$ cat src/rtl/snes_to_md_pad_reader.sv
// Polls a SNES pad over latch/clock/data and presents remapped, registered active-low buttons to the MD encoder.
// Frame = 34*HALF_CYC cycles every POLL_CYC idle cycles; no backpressure, outputs change only at frame end.
module snes_to_md_pad_reader #(
  parameter int HALF_CYC = 120,
  parameter int POLL_CYC = 333333
) (
  input  logic clk,
  input  logic rst_n,
  input  logic pad_data,
  output logic pad_latch,
  output logic pad_clk,
  output logic up,
  output logic dw,
  output logic lf,
  output logic rg,
  output logic a,
  output logic b,
  output logic c,
  output logic st,
  output logic x,
  output logic y,
  output logic z,
  output logic md,
  output logic pad_present,
  output logic frame_done
);

  localparam int MAXC = (POLL_CYC > 2*HALF_CYC) ? POLL_CYC : 2*HALF_CYC;
  localparam int CW   = $clog2(MAXC + 1);
  localparam logic [CW-1:0] POLL_LAST  = CW'(POLL_CYC - 1);
  localparam logic [CW-1:0] LATCH_LAST = CW'(2*HALF_CYC - 1);
  localparam logic [CW-1:0] HALF_LAST  = CW'(HALF_CYC - 1);

  typedef enum logic [2:0] {
    S_IDLE,
    S_LATCH,
    S_SHIFT_LO,
    S_SHIFT_HI,
    S_UPDATE
  } state_t;

  state_t        r_state, w_next;
  logic [CW-1:0] r_cnt, w_cnt_nxt;
  logic [3:0]    r_idx, w_idx_nxt;
  logic [15:0]   r_shift, w_shift_nxt;
  logic [11:0]   r_btn, w_btn_nxt;
  logic          r_present, w_present_nxt;
  logic          r_sync1, r_sync2;
  logic          r_pad_latch, r_pad_clk, r_frame_done;
  logic          w_valid;

  assign w_valid = &r_shift[15:12];

  always_comb begin
    w_next        = r_state;
    w_cnt_nxt     = r_cnt + 1'b1;
    w_idx_nxt     = r_idx;
    w_shift_nxt   = r_shift;
    w_btn_nxt     = r_btn;
    w_present_nxt = r_present;
    case (r_state)
      S_IDLE: begin
        if (r_cnt == POLL_LAST) begin
          w_next    = S_LATCH;
          w_cnt_nxt = '0;
        end
      end
      S_LATCH: begin
        if (r_cnt == LATCH_LAST) begin
          w_next    = S_SHIFT_LO;
          w_cnt_nxt = '0;
          w_idx_nxt = 4'd0;
        end
      end
      S_SHIFT_LO: begin
        // Sampled HALF_CYC cycles after the previous pad edge, which covers the synchronizer delay.
        if (r_cnt == HALF_LAST) begin
          w_shift_nxt[r_idx] = r_sync2;
          w_next             = S_SHIFT_HI;
          w_cnt_nxt          = '0;
        end
      end
      S_SHIFT_HI: begin
        if (r_cnt == HALF_LAST) begin
          w_cnt_nxt = '0;
          if (r_idx == 4'd15) begin
            w_next = S_UPDATE;
          end else begin
            w_idx_nxt = r_idx + 4'd1;
            w_next    = S_SHIFT_LO;
          end
        end
      end
      S_UPDATE: begin
        w_next        = S_IDLE;
        w_cnt_nxt     = '0;
        w_present_nxt = w_valid;
        // Order: up dw lf rg a b c st x y z md
        w_btn_nxt = w_valid ? {r_shift[4], r_shift[5], r_shift[6], r_shift[7],
                               r_shift[1], r_shift[0], r_shift[8], r_shift[3],
                               r_shift[10], r_shift[9], r_shift[11], r_shift[2]}
                            : 12'hFFF;
      end
      default: begin
        w_next    = S_IDLE;
        w_cnt_nxt = '0;
      end
    endcase
  end

  always_ff @(posedge clk or negedge rst_n) begin
    if (!rst_n) begin
      r_state      <= S_IDLE;
      r_cnt        <= '0;
      r_idx        <= 4'd0;
      r_shift      <= 16'hFFFF;
      r_btn        <= 12'hFFF;
      r_present    <= 1'b0;
      r_sync1      <= 1'b1;
      r_sync2      <= 1'b1;
      r_pad_latch  <= 1'b0;
      r_pad_clk    <= 1'b1;
      r_frame_done <= 1'b0;
    end else begin
      r_state      <= w_next;
      r_cnt        <= w_cnt_nxt;
      r_idx        <= w_idx_nxt;
      r_shift      <= w_shift_nxt;
      r_btn        <= w_btn_nxt;
      r_present    <= w_present_nxt;
      r_sync1      <= pad_data;
      r_sync2      <= r_sync1;
      r_pad_latch  <= (w_next == S_LATCH);
      r_pad_clk    <= (w_next != S_SHIFT_LO);
      r_frame_done <= (w_next == S_UPDATE);
    end
  end

  assign {up, dw, lf, rg, a, b, c, st, x, y, z, md} = r_btn;
  assign pad_present = r_present;
  assign pad_latch   = r_pad_latch;
  assign pad_clk     = r_pad_clk;
  assign frame_done  = r_frame_done;

endmodule

$ cat config.mk
export PLATFORM = sky130hd
export DESIGN_NAME = snes_to_md_pad_reader
export DESIGN_NICKNAME = d
export VERILOG_FILES = /design/src/rtl/snes_to_md_pad_reader.sv
export SDC_FILE = /design/constraint.sdc
export NUM_CORES = 1
export LEC_CHECK = 0
export ABC_AREA = 1
export BUFFER_PORTS_ARGS = -buffer_cell sky130_fd_sc_hd__buf_2
export CORE_MARGIN = 3
export CORE_UTILIZATION = 40
export CTS_CLUSTER_DIAMETER = 150
export DETAILED_ROUTE_END_ITERATION = 6
export PLACE_DENSITY = 0.56
export SKIP_CTS_REPAIR_TIMING = 1
export SLEW_MARGIN = 0
export SYNTH_ARGS = -nofsm -noshare
export SYNTH_HDL_FRONTEND = slang
export SYNTH_SLANG_ARGS = --single-unit
$ cat constraint.sdc
create_clock -name clk -period 5.2 [get_ports clk]
set_clock_uncertainty 0.2 [all_clocks]
set_input_delay 1.04 -clock clk [delete_from_list [all_inputs] [get_ports clk]]
set_output_delay 1.04 -clock clk [all_outputs]
set_load 0.03 [all_outputs]
==> results summary, run 1 <==
19 I/O pins were placed. The global-route wire length before repair came out at roughly 11000 um. The cell with the most instances after synthesis is nand2_1. The horizontal die dimension is 94.54 um. The number of warnings issued by yosys came out at 0. The worst setup path is of the reg2out kind. The die extent in y is 94.54 um. The analysis attributes to cell leakage a power of ~1.6 nW. The largest stage delay on the critical path is roughly 0.53 ns. The end of the worst register-to-register path is r_cnt[15].

The detailed router placed 2439 vias in this run. Entering global routing, the biggest net connects 51 pins. The final-report max-slew violation count came out at 0. The total count of hold-check failures in the final report came to 0. Setup repair after global routing left no endpoint under its margin.

The number of standard-cell rows in the floorplan is 31. Walking the worst path, the cells encountered are buf_2. The number of flip-flops and latches in the synthesized netlist is 60.

The count of max-cap constraint violations is 0. The worst-skew pair later-pin latency came out at ~0.33 ns. The cell area that synthesis handed to floorplanning was roughly 0.0031 sq mm. The standard cell core area came out at 0.007408 sq mm. The internal power of the cells came out at just under 700 uW. The number of antenna-violating nets in the routed design came out at 0. The data required time of the worst path is 3.96 ns. The CTS H-tree depth is 3. The wire-length estimate of the detail-placed layout is around 4500 um. Among all flip-flop cells after synthesis, the most frequent one is dfstp_2. In the synthesized netlist the async set-or-reset flop fraction comes to 1.000.

In this run the critical register-to-register path is launched from r_cnt[0]. The TritonCTS sink count came out at 60. The worst setup path is captured at an output pin. The class of the worst hold path is reg2reg.

The number of setup violations in the final report is 0. The path with the worst hold slack has its endpoint at r_sync2. In this run the worst path has a maximum fanout of 2. For this run, the post-layout net count is slightly above 400.

The measured slew at the worst slew-check pin came out at between 0.6 and 0.7 ns. The routed wirelength normalized by instance count came out at 12.50 um. The worst reg2reg path depth came out at 8. The number of antenna repair diodes is 0. The fraction of final layout cells sized beyond drive strength 1 is 0.2258. The worst-case headroom to the max-slew limit is 0.5810. The portion of the post-synthesis area used by sequential elements came out at 0.4912. The mean area per synthesized cell is 8.317 sq um.

STA classifies the critical path startpoint as a register. The number of design-rule violations left by the first detailed-router iteration is approximately 150. The analysis attributes to net switching a power of 202.3 uW. The tree is rooted in a clkbuf_8. The count of input and output buffers is 18. After synthesis, the most frequently instantiated cells are nand2_1, nor2_1, inv_1, nand3_1, dfstp_2. The worst hold path was traced through 0 stages. By area the synthesized netlist is led by dfstp_2, dfrtp_1, nand2_1.

The hold path startpoint is r_sync1. The number of logic stages on the critical path including buffering is 1. For flop-to-flop paths, the worst setup slack is 2.99 ns. The gate count after technology mapping is 377.

Grouping stages by cell kind, the critical path spends the most delay in flip-flops. The number of standard cells in the final layout excluding fillers came out at approximately 500. The number of buffers and inverters on the critical path is 1. The sequential standard cell area came out at around 0.0015 sq mm. The total routing usage reported by global routing came out at 0.1608. Of the total power, the share spent switching nets is 0.2281. The number of nets in the synthesized netlist is between 300 and 400.

The routed wire length is around 6300 um. The layout filler cell count is 723. The starting density of the core came out at 0.4232. The worst voltage drop across the vdd grid came out at 0.1114 mV. The synthesized design spends more area on one cell type than any other, namely dfstp_2.

The critical path data arrival time came out at 1.06 ns. The run finished with clean final reports. Of the total power, registers draw 0.531. The cell count after placement is 486. The CTS tree is yes. The proportion of power drawn by the clock network came out at 0.457.

The area occupied by multi-input gates came out at between 0.001 and 0.0015 sq mm. The combinational share of power is 0.011. The initial antenna violation count came out at 0.

The routability congestion estimate from global placement came out at 0.8906. The total DRC errors in the routed layout is 0. The remaining global-route overflow came out at 0.

The final cycle utilization of the critical path is 0.4415. The achievable clock frequency is 435.6 MHz. The maximum number of buffers from clock root to sink came out at 2. The clock transition at the register clock pins on the worst setup and hold paths after CTS is 0.07 ns. The number of clock buffers added by TritonCTS is 9. The cell at the slowest stage of the critical path is dfstp_2. Adding up every negative setup slack in the final design gives 0 ns. The length of the first detailed-routing pass in iterations is 4.

The average vias per placed instance is 4.859. The growth of design area from synthesis to finish came out at 11.01%. The distinct cell type count of the synthesized netlist is 27. The via count of the first global-routing pass came out at 2313.

The final period demand of the worst path is 2.296 ns. The number of synthesized flops with an enable pin came out at 0. The die footprint is 0.008937 sq mm. Of the post-synthesis cell area, the dominant cell type holds 0.2598.

The total power density per cell area came out at 254.8 mW/mm^2.
[cell usage in the layout (no fill, tap or decap), drive strengths merged]
cell,instances
nand3,35
dfstp,31
buf,20
dfrtp,29
ha,6
o22a,12
clkinv,3
xor2,8
o31ai,1
nand4,11
xnor2,5
clkbuf,11
nor3,11
inv,38
nor2,69
nand2,107
o211ai,1
o21ai,4
clkinvlp,1
[state kept, by name (all words and copies together), names as in the netlist, 3 cells and up]
signal   count
r_cnt       19
r_shift     16
r_btn       12
r_idx        4
r_state      3
[through the flow]
| step | area [sq um] | util | power (mW) | worst slack (ns) | hold slack [ns] |
|---|---|---|---|---|---|
| detailed placement | 3286 | 0.4435 | 0.4900 | 3.014 | 0.1492 |
| floorplan | 3136 | - | 0.4791 | 3.337 | 0.1452 |
| CTS | 3481 | 0.4699 | 0.8990 | 2.884 | 0.1596 |
| finish | 3481 | 0.4699 | 0.8869 | 2.904 | 0.1585 |
| global placement | 3286 | 0.4435 | 0.4899 | 3.042 | 0.1462 |
| global route | 3481 | 0.4699 | 0.9248 | 2.796 | 0.1628 |
[power groups by stage]
stage / registers, mW / clock network, mW / logic [mW]
after global placement: 0.479 / 0 / 0.0108
final: 0.471 / 0.406 / 0.00987
after global routing: 0.471 / 0.442 / 0.0119
after floorplan: 0.477 / 0 / 0.00178
after detailed placement: 0.479 / 0 / 0.0108
after CTS: 0.471 / 0.417 / 0.0108
[worst max-delay path by stage]
stage                         from         to  slack (ns)
after floorplan           r_cnt[0]   r_cnt[7]        3.34
after global placement    r_cnt[0]  r_cnt[14]        3.04
after detailed placement  r_cnt[0]   r_cnt[9]        3.01
after CTS                 r_btn[5]          c        2.88
after global routing      r_cnt[0]   r_cnt[6]        2.80
final                     r_btn[5]          c        2.90
[kinds of logic (layout without fill, tap and decap cells)]
family,Yosys count,count (layout),share of synthesized area
compound gates,18,18,0.04469
xor+xnor,13,13,0.03631
fa+ha+maj,6,6,0.02394
buf+inv,47,73,0.06943
flops,60,60,0.4912
simple gates,233,233,0.3344
[routing by layer]
metal,up-vias,routed length (um),track usage
met4,0,106,0.06490
met2,48,2605,0.2270
met5,-,0,0
met1,1136,3301,0.2386
met3,9,263,0.03347
li1,1246,-,-
[area by class of cell]
class / instances / share of cell area
inverters: 37 / 0.03990
well taps: 99 / 0.03559
repair buffers: 20 / 0.03019
flip-flops and latches: 60 / 0.4425
multi-input cells: 270 / 0.3958
clock inverters: 5 / 0.009346
clock buffers: 11 / 0.04673
Note: power is estimated with default switching activity, not from simulation.
==> inputs of run 2 (changes only) <==
Settings changed: PLACE_DENSITY 0.56 to 0.58.
Clock period 5.2 ns to 1.9 ns, I/O delays scaled along.
==> results summary, run 2 (synthesized netlist as in run 1, its figures left out) <==
The flow ran to the end, and the final reports show no timing, DRC or antenna violations. The top register by number of flip-flops is r_cnt. The largest registers in the layout are r_cnt (19), r_shift (16), r_btn (12). The number of antenna repair diodes came out at 0 (unchanged). In the layout the commonest cells are nand2_1, nor2_1, inv_1, nand3_1, dfstp_2. The number of antenna-violating nets in the routed design is 0 (unchanged). The final critical-path setup slack came out at 0.09375 ns (-2.811 ns). The flip-flop count of the largest register, all copies and words added came to 19 (unchanged). The growth of design area from synthesis to finish came out at 18.72%. The die extent in y came out at 94.54 um (unchanged). Leaving out fill and tap cells, the most frequent cell in the layout is nand2_1.

The count of max-cap constraint violations is 0 (unchanged). The worst setup path is launched from a register. The maximum net fanout on the critical path is 11 (+9).

The die footprint was 0.008937 sq mm (unchanged). The total count of hold-check failures in the final report came out at 0 (unchanged). The TritonCTS sink count was 60 (unchanged). The total CTS buffers is 9 (unchanged). The pin count of the biggest net entering global routing is 33 (-35%). The detailed placement HPWL came out at 4724 um (+6.0%).

The worst hold path begins at r_sync1. The total power density per cell area came to 681.6 mW/mm^2 (+170%). The critical path goes through nor2_2 > nand2_2 > nor2_4 > nand3_2 > nand2_1 > inv_1 > nor2_8 > buf_12 > nor2_1.

The average vias per placed instance is 4.824 (-0.72%). The worst voltage drop across the vdd grid is 0.2932 mV (+160%). The final period demand of the worst path is approximately 1.8 ns. The post-route total power is 2.537 mW (+190%). The achievable clock frequency is about 550 MHz. The number of design-rule violations left by the first detailed-router iteration came to 121 (-19%). The maximum number of buffers from clock root to sink came out at 2 (unchanged). The data required time of the worst path is 1.92 ns (-2.04 ns).

TritonCTS built the clock tree. The number of setup violations in the final report came out at 0 (unchanged). The initial antenna violation count came out at 0 (unchanged).

The length of the first detailed-routing pass in iterations is 4 (unchanged). The worst-skew pair later-pin latency came out at 0.34 ns (about the same). The final design instance area without fill came out at 0.003722 sq mm (+6.9%). The post-layout utilization of the core was 0.5024 (+0.03260).

The final-report max-slew violation count is 0 (unchanged). The clock transition at the register clock pins on the worst setup and hold paths after CTS is 0.07 ns (about the same). The total DRC errors in the routed layout came out at 0 (unchanged). The measured slew at the worst slew-check pin is 0.4486 ns (-0.1800 ns). The via count of the first global-routing pass is 2284 (-1.3%). The routed wire length is 6419 um (+2.3%). The tree is rooted in a clkbuf_8. The total routing usage reported by global routing is 0.1582 (-0.002528).

The count of input and output buffers is 18 (unchanged). The routed wirelength normalized by instance count is 12.44 um (-0.51%). The overall via count from detail_route came out at 2489 (+2.1%).

The worst setup path is of the reg2reg kind. The leakage power figure was 1.682 nW (+6.4%). The cell at the slowest stage of the critical path is dfrtp_1. Setup repair after global routing left no endpoint under its margin.

The global-route wire length before repair came out at 10840 um (-3.6%). The critical path data arrival time came out at 1.83 ns (+0.77 ns). In this run the critical register-to-register path is launched from r_cnt[14]. The total number of nets in the final design is 421 (+3.4%). The pre-CTS setup slack came out at -0.01534 ns (-3.030 ns). The number of standard-cell rows in the floorplan came out at 31 (unchanged).

The slack of the worst reg-to-reg path is 0.09 ns (-2.90 ns). The fraction of final layout cells sized beyond drive strength 1 is 0.2758 (+0.04997). The final cycle utilization of the critical path came out at 0.9507. The combined buffer and inverter count along the critical path was 2 (+1). The routability congestion estimate from global placement came to 0.9007 (+1.1%). The worst-case headroom to the max-slew limit is 0.7006 (+0.1197).

The horizontal die dimension is 94.54 um (unchanged). The cell area reported after detailed placement is 0.003438 sq mm (+4.6%). The path class of the tightest hold or removal check is reg2reg. The starting density of the core is 0.4232 (unchanged). The cell family with the largest share of critical-path delay is simple AND/OR/NAND/NOR gates.

In this run the worst setup path begins at r_cnt[14]. The standard cell core area came out at 0.007408 sq mm (unchanged). The CTS H-tree depth came to 3 (unchanged).

The total I/O pin count came to 19 (unchanged). The remaining global-route overflow came out at 0 (unchanged). STA classifies the critical path endpoint as a register. The largest stage delay on the critical path came out at 0.39 ns (-0.14 ns).
[run 2: changes by cell type in the layout (fill, tap and decap cells not counted), moves of 2 or more]
| cell | previous run | this run |
|---|---|---|
| buf_4 | 2 | 9 |
| buf_12 | 0 | 5 |
| dfrtp_1 | 29 | 25 |
| dfrtp_2 | 0 | 4 |
| nor2_1 | 53 | 50 |
| dlygate4sd3_1 | 0 | 2 |
| nand3_1 | 33 | 31 |
| nand3_2 | 2 | 4 |
| nor2_2 | 13 | 15 |
[run 2: cell type report]
type	count	area, sq um
fill	725	3686
sequential	60	1545
multi-input combinational	270	1420
timing repair buffer	34	277.8
clock buffer	14	205.2
inverter	37	138.9
tap	99	123.9
clock inverter	2	11.26
[run 2: worst paths after layout]
path | endpoint | depth (start not counted)
min in group asynchronous | r_cnt[10] | 2
worst min register to register | r_sync2 | 0
worst min-delay path | r_sync2 | 0
max in group asynchronous | r_sync1 | 3
worst max register to register | r_cnt[9] | 9
worst max-delay path | r_cnt[9] | 9
[run 2: report_power, final]
part	total, mW	switching (mW)	internal, mW	leakage [nW]
logic	0.0386	0.0261	0.0125	0.862
registers	1.29	0.00563	1.28	0.707
clock network	1.21	0.505	0.703	0.113
total	2.54	0.537	2.00	1.68
[run 2: routing by layer]
metal	up-vias	track usage	part of all wire
met5	-	0	0
li1	1276	-	-
met4	0	0.07933	0.020
met1	1157	0.2164	0.49
met3	10	0.03108	0.043
met2	46	0.2388	0.45
[run 2: stage by stage]
step,setup TNS (ns),std cells,hold slack [ns]
floorplan,0,377,-0.1156
global placement,0,498,0.1454
detailed placement,-0.01534,498,0.1518
CTS,-0.07096,514,-0.2066
global route,0,516,0.1698
finish,0,516,0.1648
[run 2: worst reg2reg max path: stages, from the launching register on]
cell and delay, ns:
dfrtp_1 0.39, nor2_2 0.18, nand2_2 0.09, nor2_4 0.20, nand3_2 0.13, nand2_1 0.07, inv_1 0.08, nor2_8 0.15
buf_12 0.15, nor2_1 0.05
==> inputs of run 3 (changes only) <==
Settings changed: CELL_PAD_IN_SITES_DETAIL_PLACEMENT from default to 1, CELL_PAD_IN_SITES_GLOBAL_PLACEMENT from default to 1, PLACE_DENSITY 0.58 to 0.73, SETUP_SLACK_MARGIN from default to 0.05.
==> results summary, run 3 (synthesized netlist as in run 1, its figures left out) <==
The total power density per cell area came to 604.4 mW/mm^2 (-11%). The total CTS buffers is 9 (unchanged). The fraction of final layout cells sized beyond drive strength 1 came out at 0.3548 (+0.07906).

The number of setup violations in the final report is 0 (unchanged). The final period demand of the worst path came out at 1.814 ns (+0.008030 ns). The number of antenna-violating nets in the routed design is 0 (unchanged). The critical path data arrival time came out at 1.85 ns (+0.02 ns). The pin count of the biggest net entering global routing is 61 (+85%).

The total routing usage reported by global routing is 0.1900 (+0.03180). The flip-flop count of the largest register, all copies and words added came to 19 (unchanged). The length of the first detailed-routing pass in iterations came out at 4 (unchanged). The measured slew at the worst slew-check pin is 0.4376 ns (-0.01095 ns). The worst voltage drop across the vdd grid was 0.3593 mV (+23%).

The worst-case headroom to the max-slew limit is 0.7079 (+0.007307). The leakage power figure is 1.741 nW (+3.5%). The total number of nets in the final design is 438 (+4.0%). The die extent in y is 94.54 um (unchanged).

The layer flagged by global routing as most heavily used is met2. The final cycle utilization of the critical path is 0.9549 (+0.004227). Ranked by flip-flop count, first place goes to r_cnt. The CTS H-tree depth came out at 3 (unchanged).

The global routing usage on met1 came to 0.2543 (+0.03789). The maximum net fanout on the critical path is 5 (-6). The global-route wire length before repair came to 13020 um (+20%). The most common cell after layout, fill and taps aside is nand2_1.

The number of antenna repair diodes came to 0 (unchanged). The number of standard-cell rows in the floorplan is 31 (unchanged). The die footprint is 0.008937 sq mm (unchanged). The detailed placement HPWL came out at 5439 um (+15%). By startpoint and endpoint, the worst setup path is classified as reg2reg. The cell family with the largest share of critical-path delay is simple AND/OR/NAND/NOR gates. The worst hold-check slack came out at 0.1619 ns (-0.002896 ns). The routed wire length is 8108 um (+26%).

The achievable clock frequency came out at 551.2 MHz (-0.44%). For this design, the slowest cell found on the critical path is dfrtp_1. The count of max-cap constraint violations came out at 0 (unchanged).

The worst setup path is captured at a register. The final-report max-slew violation count came out at 0 (unchanged). Leaving out fill and tap cells, the most frequent cells in the layout are nand2_1, nor2_1, inv_1, dfstp_2, nand3_1.

TritonCTS built the clock tree. The clock transition at the register clock pins on the worst setup and hold paths after CTS came out at 0.07 ns (about the same). The flow ran to the end, and the final reports show no timing, DRC or antenna violations.

The routability congestion estimate from global placement came to 0.8393 (-6.8%). The final critical-path setup slack is 0.08572 ns (-0.008030 ns). The via count of the first global-routing pass came out at 2727 (+19%). The overall via count from detail_route is 2656 (+6.7%).

The growth of design area from synthesis to finish came out at 24.34%. The TritonCTS sink count is 60 (unchanged). The total DRC errors in the routed layout came out at 0 (unchanged). In the final layout, the registers with the most flip-flops are r_cnt (19), r_shift (16), r_btn (12).

The total count of hold-check failures in the final report came out at 0 (unchanged). The combined buffer and inverter count along the critical path came out at 1 (-1). CTS placed an instance of clkbuf_8 at the clock tree root.

The critical path goes through ha_4 > nand3_2 > nor2_2 > nand3_4 > nand2_4 > nand2_4 > nor2_8 > clkbuf_16 > nor2_2. STA classifies the critical path startpoint as a register. The met2 usage came out at 0.2985 (+0.05969). The maximum number of buffers from clock root to sink is 2 (unchanged). The data required time of the worst path is 1.94 ns (+0.02 ns). The global routing met3 resource utilization was 0.04303 (+0.01195). The initial antenna violation count is 0 (unchanged). The worst-skew pair later-pin latency is 0.35 ns (about the same).

The remaining global-route overflow came to 0 (unchanged). Setup repair after global routing could not meet its margin everywhere. The number of design-rule violations left by the first detailed-router iteration is 100 (-17%).

The total I/O pin count came out at 19 (unchanged). The average vias per placed instance came out at 4.983 (+3.3%). The standard cell core area came out at 0.007408 sq mm (unchanged).

The count of input and output buffers came out at 18 (unchanged). The pre-CTS setup slack is -0.001304 ns (+0.01403 ns). The starting density of the core was 0.4232 (unchanged). The horizontal die dimension is 94.54 um (unchanged).

The class of the worst hold path is reg2reg. The routed wirelength normalized by instance count is 15.21 um (+22%). The largest stage delay on the critical path is 0.44 ns (+0.05 ns).
-- run 3: cell types whose count changed in the layout (fill, tap and decap cells not counted), moves of 4 or more --
cell	previous run	this run
buf_4	9	26
nand2_1	102	98
nor2_1	50	37
nor2_2	15	24
nor2_4	3	7
-- run 3: stage by stage --
step | util | cell area, sq um | std cells | TNS (ns) | total power, mW
2_1_floorplan | - | 3141 | 377 | 0 | 1.311
3_3_place_gp | 0.4672 | 3461 | 502 | 0 | 1.345
3_5_place_dp | 0.4672 | 3461 | 502 | -0.001304 | 1.345
4_1_cts | 0.4906 | 3635 | 518 | -0.05517 | 2.383
5_1_grt | 0.5263 | 3899 | 533 | -0.1102 | 2.462
6_report | 0.5263 | 3899 | 533 | 0 | 2.356
-- run 3: final cells by class --
class	count	area (sq um)
Clock buffer	9	123.9
Sequential cell	60	1548
Clock inverter	7	50.05
Timing Repair Buffer	51	410.4
Tap cell	99	123.9
Multi-Input combinational cell	270	1504
Fill cell	877	3510
Inverter	37	138.9
-- run 3: layer usage --
metal / wire length (um) / up-vias
met5: 0 / -
met4: 102 / 0
met3: 259 / 10
met2: 3838 / 35
met1: 3908 / 1303
li1: - / 1308
-- run 3: power breakdown --
group / internal, mW / total, mW / leakage [nW] / switching (mW)
Combinational: 0.00867 / 0.0341 / 0.949 / 0.0254
Sequential: 1.28 / 1.29 / 0.702 / 0.00596
Clock: 0.477 / 1.03 / 0.0899 / 0.556
Total: 1.77 / 2.36 / 1.74 / 0.587
-- run 3: worst paths after layout --
| kind | depth (start not counted) | endpoint | slack, ns | from |
|---|---|---|---|---|
| setup / recovery | 9 | r_cnt[13] | 0.09 | r_cnt[0] |
| hold / removal | 0 | r_sync2 | 0.16 | r_sync1 |
| setup reg to reg | 9 | r_cnt[13] | 0.09 | r_cnt[0] |
| hold reg to reg | 0 | r_sync2 | 0.16 | r_sync1 |
| max in group asynchronous | 3 | pad_clk | 0.82 | rst_n |
| min in group asynchronous | 3 | r_cnt[15] | 0.38 | rst_n |
-- run 3: worst reg2reg max path: stages (launching register included) --
cell	delay, ns
dfrtp_1	0.44
ha_4	0.19
nand3_2	0.10
nor2_2	0.14
nand3_4	0.10
nand2_4	0.12
nand2_4	0.07
nor2_8	0.15
clkbuf_16	0.18
nor2_2	0.03
